### config.mk
export PLATFORM = sky130hd
export DESIGN_NAME = mem_writeback_queue
export DESIGN_NICKNAME = d
export VERILOG_FILES = /design/src/rtl/mem_writeback_queue.sv
export SDC_FILE = /design/constraint.sdc
export NUM_CORES = 1
export LEC_CHECK = 0
export BUFFER_PORTS_ARGS = -buffer_cell sky130_fd_sc_hd__buf_2
export CAP_MARGIN = 40
export CORE_MARGIN = 2
export CORE_UTILIZATION = 50
export CTS_BUF_LIST = sky130_fd_sc_hd__clkbuf_4 sky130_fd_sc_hd__clkbuf_8 sky130_fd_sc_hd__clkbuf_16
export CTS_CLUSTER_DIAMETER = 120
export DETAILED_ROUTE_END_ITERATION = 16
export PLACE_DENSITY = 0.8
export SYNTH_ARGS = -nofsm -noshare
export SYNTH_HDL_FRONTEND = slang
export SYNTH_SLANG_ARGS = --single-unit
### constraint.sdc
create_clock -name clk -period 5.95 [get_ports clk]
set_input_delay 0.2975 -clock clk [delete_from_list [all_inputs] [get_ports clk]]
set_output_delay 0.2975 -clock clk [all_outputs]
set_load 0.05 [all_outputs]
### src/rtl/mem_writeback_queue.sv
// rtl/mem_writeback_queue.sv - SIMD write-back row gatherer with a masked, addressed store queue to DMEM
module mem_writeback_queue #(
    parameter int PE_ELEMENTS = 4,
    parameter int DMEM_DEPTH  = 1024,
    parameter int DATA_LEN    = 32,
    parameter int QUEUE_DEPTH = 4,
    localparam int AW         = $clog2(DMEM_DEPTH / PE_ELEMENTS)
) (
    input  logic                            clk,
    input  logic                            rstn,
    input  logic [PE_ELEMENTS*DATA_LEN-1:0] vec_in,
    input  logic                            vec_valid,
    input  logic [DATA_LEN-1:0]             scl_in,
    input  logic                            scl_valid,
    input  logic                            store_req,
    input  logic                            store_auto,
    input  logic [AW-1:0]                   store_addr,
    output logic                            store_ready,
    output logic                            mem_en,
    input  logic                            mem_ready,
    output logic [AW-1:0]                   mem_addr,
    output logic [PE_ELEMENTS*DATA_LEN-1:0] mem_din,
    output logic [PE_ELEMENTS-1:0]          mem_lane_we,
    output logic                            busy,
    output logic                            store_drop,
    output logic                            in_collision
);

    localparam int RW = PE_ELEMENTS * DATA_LEN;
    localparam int QW = (QUEUE_DEPTH > 1) ? $clog2(QUEUE_DEPTH) : 1;
    localparam logic [QW:0] FULL = (QW+1)'(QUEUE_DEPTH);

    logic [RW-1:0]          row_q, row_d;
    logic [PE_ELEMENTS-1:0] mask_q, mask_d;
    logic [AW-1:0]          ptr_q, ptr_d;
    logic [QW-1:0]          wr_q, wr_d, rd_q, rd_d;
    logic [QW:0]            count_q, count_d;
    logic                   drop_q, drop_d;
    logic                   coll_q, coll_d;

    logic [AW-1:0]          qa_q [QUEUE_DEPTH];
    logic [AW-1:0]          qa_d [QUEUE_DEPTH];
    logic [RW-1:0]          qd_q [QUEUE_DEPTH];
    logic [RW-1:0]          qd_d [QUEUE_DEPTH];
    logic [PE_ELEMENTS-1:0] qm_q [QUEUE_DEPTH];
    logic [PE_ELEMENTS-1:0] qm_d [QUEUE_DEPTH];

    logic                   push, pop;
    logic [AW-1:0]          push_addr;
    logic [RW-1:0]          row_base;
    logic [PE_ELEMENTS-1:0] mask_base;

    assign store_ready  = (count_q != FULL);
    assign mem_en       = (count_q != '0);
    assign busy         = mem_en;
    assign store_drop   = drop_q;
    assign in_collision = coll_q;
    assign mem_addr     = mem_en ? qa_q[rd_q] : '0;
    assign mem_din      = mem_en ? qd_q[rd_q] : '0;
    assign mem_lane_we  = mem_en ? qm_q[rd_q] : '0;

    always_comb begin
        push      = store_req && store_ready;
        pop       = mem_en && mem_ready;
        push_addr = store_auto ? ptr_q : store_addr;

        // A committed row is cleared on the same edge, so updates land on an empty row
        row_base  = push ? '0 : row_q;
        mask_base = push ? '0 : mask_q;

        row_d  = row_base;
        mask_d = mask_base;
        if (vec_valid) begin
            row_d  = vec_in;
            mask_d = '1;
        end else if (scl_valid) begin
            row_d  = {scl_in, row_base[RW-1:DATA_LEN]};
            mask_d = {1'b1, mask_base[PE_ELEMENTS-1:1]};
        end

        ptr_d   = push ? push_addr + AW'(1) : ptr_q;
        drop_d  = store_req && !store_ready;
        coll_d  = vec_valid && scl_valid;

        qa_d = qa_q;
        qd_d = qd_q;
        qm_d = qm_q;
        wr_d = wr_q;
        rd_d = rd_q;
        if (push) begin
            qa_d[wr_q] = push_addr;
            qd_d[wr_q] = row_q;
            qm_d[wr_q] = mask_q;
            wr_d       = wr_q + QW'(1);
        end
        if (pop) begin
            rd_d = rd_q + QW'(1);
        end

        count_d = count_q;
        case ({push, pop})
            2'b10:   count_d = count_q + (QW+1)'(1);
            2'b01:   count_d = count_q - (QW+1)'(1);
            default: count_d = count_q;
        endcase
    end

    always_ff @(posedge clk) begin
        if (!rstn) begin
            row_q   <= '0;
            mask_q  <= '0;
            ptr_q   <= '0;
            wr_q    <= '0;
            rd_q    <= '0;
            count_q <= '0;
            drop_q  <= 1'b0;
            coll_q  <= 1'b0;
        end else begin
            row_q   <= row_d;
            mask_q  <= mask_d;
            ptr_q   <= ptr_d;
            wr_q    <= wr_d;
            rd_q    <= rd_d;
            count_q <= count_d;
            drop_q  <= drop_d;
            coll_q  <= coll_d;
        end
    end

    // Entry storage needs no reset: outputs are gated by the occupancy count
    always_ff @(posedge clk) begin
        qa_q <= qa_d;
        qd_q <= qd_d;
        qm_q <= qm_d;
    end

endmodule
Word-level counts from Yosys, hierarchy flattened:

Index checks and enable logic that the tools add are counted.

* bits in registers: 709
* bits of input ports: 175
* output and inout bits: 145

* $add $sub $neg: 5
* $lt $le $gt $ge: 3
* eq/ne operators: 3
* muxes and demuxes: 29
* bitwise operators: 2
* reductions and logical operators: 9

Operators with widths (count)
* $mux 128: 7
* $bwmux 512: 1
* $bmux 128 s2: 1
* $demux 128 s2: 1
* $mux 8: 5
* $bwmux 32: 1
* $mux 4: 7
* $bmux 8 s2: 1
* $bwmux 16: 1
* $demux 8 s2: 1
* $add 8x1->8 const B: 1
* $bmux 4 s2: 1
* $demux 4 s2: 1
* $ge 3x3->1 const B: 2
* $not 2->3: 2
* $pmux 3 s2: 1
* $reduce_bool 3->1: 2
* $logic_and 1x1->1: 5
* $add 2x1->2 const B: 2
* $add 3x1->3 const B: 1
* $lt 3x1->1 const B: 1
* $ne 3x3->1 const B: 1
* $sub 3x1->3 const B: 1
* $eq 2x1->1 const B: 1
* 3 further kinds: 3

Longest topological paths before layout:

* depth in word-level cells: 6
* mapped depth: 13

Least setup slack after synthesis:

OpenSTA, ideal clock, no wires.

* path type: reg-to-reg
* start: reg count_q[0]
* end: reg qa_q[0] (netlist bit), enable pin
* library setup time: 0.517 ns
* data arrival time: 3.953 ns
* required time: 5.433 ns
* path slack: 1.480 ns
* cell stages (with the launch flop): 4
* clock period less this slack: 4.470 ns
* path through: dfxtp_1 > or3b_1 > buf_6 > and3_1

* longest elaborated chain between the ends: 2

Ends and longest elaborated chain
* start, declared: line 37 `logic [QW:0] count_q, count_d;`
* start signal, assigned: line 124 `count_q <= count_d;`
* $ne 3x3->1: line 53 `assign store_ready = (count_q != FULL);`
* named net store_ready: line 18 `output logic store_ready,`
* $logic_and 1x1->1: line 63 `push = store_req && store_ready;`
* end signal, assigned: line 132 `qa_q <= qa_d;`
* end, declared: line 41 `logic [AW-1:0] qa_q [QUEUE_DEPTH];`

The timed path passes the listed nets, and every way through them passes these cells.
A chain may end at the register's enable or synchronous reset.

Worst setup path in the final report:

* start: reg rd_q[0]
* end: out mem_din[70]

* longest elaborated chain between the ends: 5

Ends and longest elaborated chain
* start, declared: line 36 `logic [QW-1:0] wr_q, wr_d, rd_q, rd_d;`
* start signal, assigned: line 123 `rd_q <= rd_d;`
* $not 2->3 (implied by the code): line 59 `assign mem_din = mem_en ? qd_q[rd_q] : '0;`
* $bmux 128 s2: line 59
* $mux 128 (implied by the code) (2 in a row): line 59
* $mux 128: line 59
* end, declared: line 22 `output logic [PE_ELEMENTS*DATA_LEN-1:0] mem_din,`

Every way passes these cells. The select of a mux whose other input is x is not followed.

==> results.yml <==
status:
  status: "completed"
synth:
  yosys.cell_types.count: 36
  synth_area_leaders: "edfxtp_1 (60%), mux4_2 (11%), dfxtp_1 (11%)"
  synth_area_um2: 28150
  yosys_most_used_dff: "edfxtp_1"
  ys_warn_count: 0
  synth-edff-count: 560
  synth_seq_cells: 709
  synth_nets: 1892
  avgSynthCellArea_um2: 16.46
  synth_top_cell_area_share_pct: 59.74
  async_flop_share_pct: 0
  synth_cells: 1710
  synth.most_common_cell: "edfxtp_1"
  synth_common_cells: "edfxtp_1 (560), dfxtp_1 (149), and2_1 (142)"
  yosysTopAreaCell: "edfxtp_1"
  yosysSeqAreaShare_pct: 70.33
detailed_routing:
  drtPass1Iterations: 8
  drtIter0Drc: 1649
  viasPerCell: 5.850
  post_drt_wl_per_cell_um: 24.95
  num_vias: 17229
  drc: 0
  wl_mm: 73.49
  ant_nets: 0
placed_design:
  io_buffers: 319
  gp_congestion: 0.8288
  place_hpwl_mm: 42.33
  dp_cells: 2667
clocking:
  clock-sinks: 709
  cts_tree: "yes"
  cts_made_buffers: 71
  post_cts_buffers: 0
  clock_latency_ps: 610
  root_buffer: "clkbuf_16"
  htreeDepth: 3
  clockBufferDepth: 3
  post_cts_resize_count: 0
  clk_pin_slew_worst_paths_ps: 60
layout:
  instances_no_fill: 2945
  fin_nets: 2314
  multiInputGateArea_um2: 7786
  drive_gt1_share_pct: 28.08
  syn_to_final_growth_pct: 21.85
  final_core_util_pct: 61.90
  fill_cells: 3835
  seq_area_um2: 19810
grt:
  grt_use_total_pct: 25.17
  grt_first_pass_wirelength_mm: 107.8
  grt-ovfl-total: 0
  grt_max_degree: 177
  antenna_found_initial: 5
  grt_pass1_vias: 17358
worst_setup_path:
  critPathArrivalTime_ps: 3150
  critPathKind: "reg -> out"
  critPathCaptureType: "primary output"
  critPathMaxFanout: 82
  start_kind: "flop"
  r2r_slack_ps: 2970
  cp_data_required_time_ps: 5650
sta:
  rsz0062_at_grt: "false"
  maxSlewViolCount: 0
  fin_crit_ps: 3451
  fmax_mhz: 289.7
  hold_viol_final: 0
  setup-tns-final_ps: 0
  period_share_pct: 58.01
  tightestPinTransition_ps: 906.0
  maxSlewHeadroom_pct: 39.60
  setup_viol: 0
  skew_ps: 30.28
flow_run:
  drv_cap: 0
power:
  finalPower_mw: 16.00
  power_density_nw_per_um2: 466.4
  leakagePower_nw: 12.44
  ir_worst_vdd_mv: 0.4784
hold_path:
  hp-class: "in -> reg"
die:
  die_height_um: 241.3
  die_area_um2: 58220
  io_pins: 320
  die_x_um: 241.3
  rows: 86
  start_util_pct: 50.80
  core_area_um2: 55420
per-stage QoR:
step	hold slack (ps)	setup slack [ps]	cell area (µm²)
after detailed placement	471.5	3034	30500
after floorplan	411.3	1480	28150
final	29.90	2499	34300
after CTS	0.3999	2426	34280
after global placement	468.6	3031	30370
after global routing	26.72	2291	34290
repair_timing:
item / in CTS / in global routing
setup endpoints to repair: 0 / 0
endpoints found under the hold margin: 123 / 0
hold buffers: 140 / 0
flip-flops by register name, indices dropped and copies added (netlist names):
| signal | flops |
|---|---|
| qa_q | 32 |
| qd_q | 512 |
| wr_q | 2 |
| count_q | 3 |
| qm_q | 16 |
| mask_q | 4 |
| in_collision | 1 |
| ptr_q | 8 |
| rd_q | 2 |
| row_q | 128 |
| store_drop | 1 |
worst max-delay path, stage by stage (launching register included):
cell and delay, ps:
dfxtp_4 750, buf_12 500, mux4_2 600, and2_1 210
buf_2 220
layer usage:
| metal | wire, µm | share of wire, % | vias to the layer above | track usage (%) |
|---|---|---|---|---|
| met1 | 29010 | 39 | 8793 | 34.16 |
| li1 | - | - | 7431 | - |
| met2 | 36320 | 49 | 868 | 41.41 |
| met3 | 5836 | 7.9 | 137 | 4.319 |
| met4 | 2329 | 3.2 | 0 | 8.923 |
| met5 | 0 | 0 | - | 0 |
worst paths after layout:
kind,from,endpoint,cells after the start
setup / recovery,rd_q[0]$_SDFFE_PN0P_,mem_din[70],4
hold reg to reg,ptr_q[1]$_SDFFE_PN0P_,ptr_q[1]$_SDFFE_PN0P_,2
hold / removal,scl_in[1],row_q[97]$_SDFF_PN0_,3
setup reg to reg,count_q[2]$_SDFFE_PN0P_,count_q[2]$_SDFFE_PN0P_,9
cell families after synthesis:
kind of cell / after synthesis / share of synthesized area, %
AND/OR/NAND/NOR: 450 / 8.729
XOR/XNOR: 7 / 0.2178
multiplexers: 248 / 15.08
flip-flops: 709 / 70.33
adder cells (fa/ha/maj): 7 / 0.3378
AO/OA/AOI/OAI: 150 / 3.169
buffers and inverters: 139 / 2.138
where the power goes:
| part | leakage (nW) | internal, mW | switching (mW) |
|---|---|---|---|
| logic | 4.74 | 1.64 | 3.67 |
| registers | 6.50 | 5.88 | 0.279 |
| clock network | 1.20 | 2.68 | 1.85 |
layout by cell type (no fill, tap or decap), types with 15 or more instances in the layout:
cell type	count
edfxtp_1	560
buf_2	317
dfxtp_1	147
and2_1	142
mux4_2	140
dlygate4sd3_1	140
a21oi_1	108
nand2_1	102
mux2i_1	100
or3_1	91
clkbuf_16	75
a221oi_1	33
nor3_1	33
nor2b_1	32
nor2_1	27
clkbuf_4	16
clkinv_2	15
layout make-up:
type	count	area share, %
diodes	7	0.05107
clock buffers	93	5.902
clock inverters	38	1.040
inverters	12	0.1459
multi-input cells	862	22.70
flip-flops and latches	709	57.74
well taps	748	2.729
repair buffers	476	9.688
(Power assumes the default switching activity.)
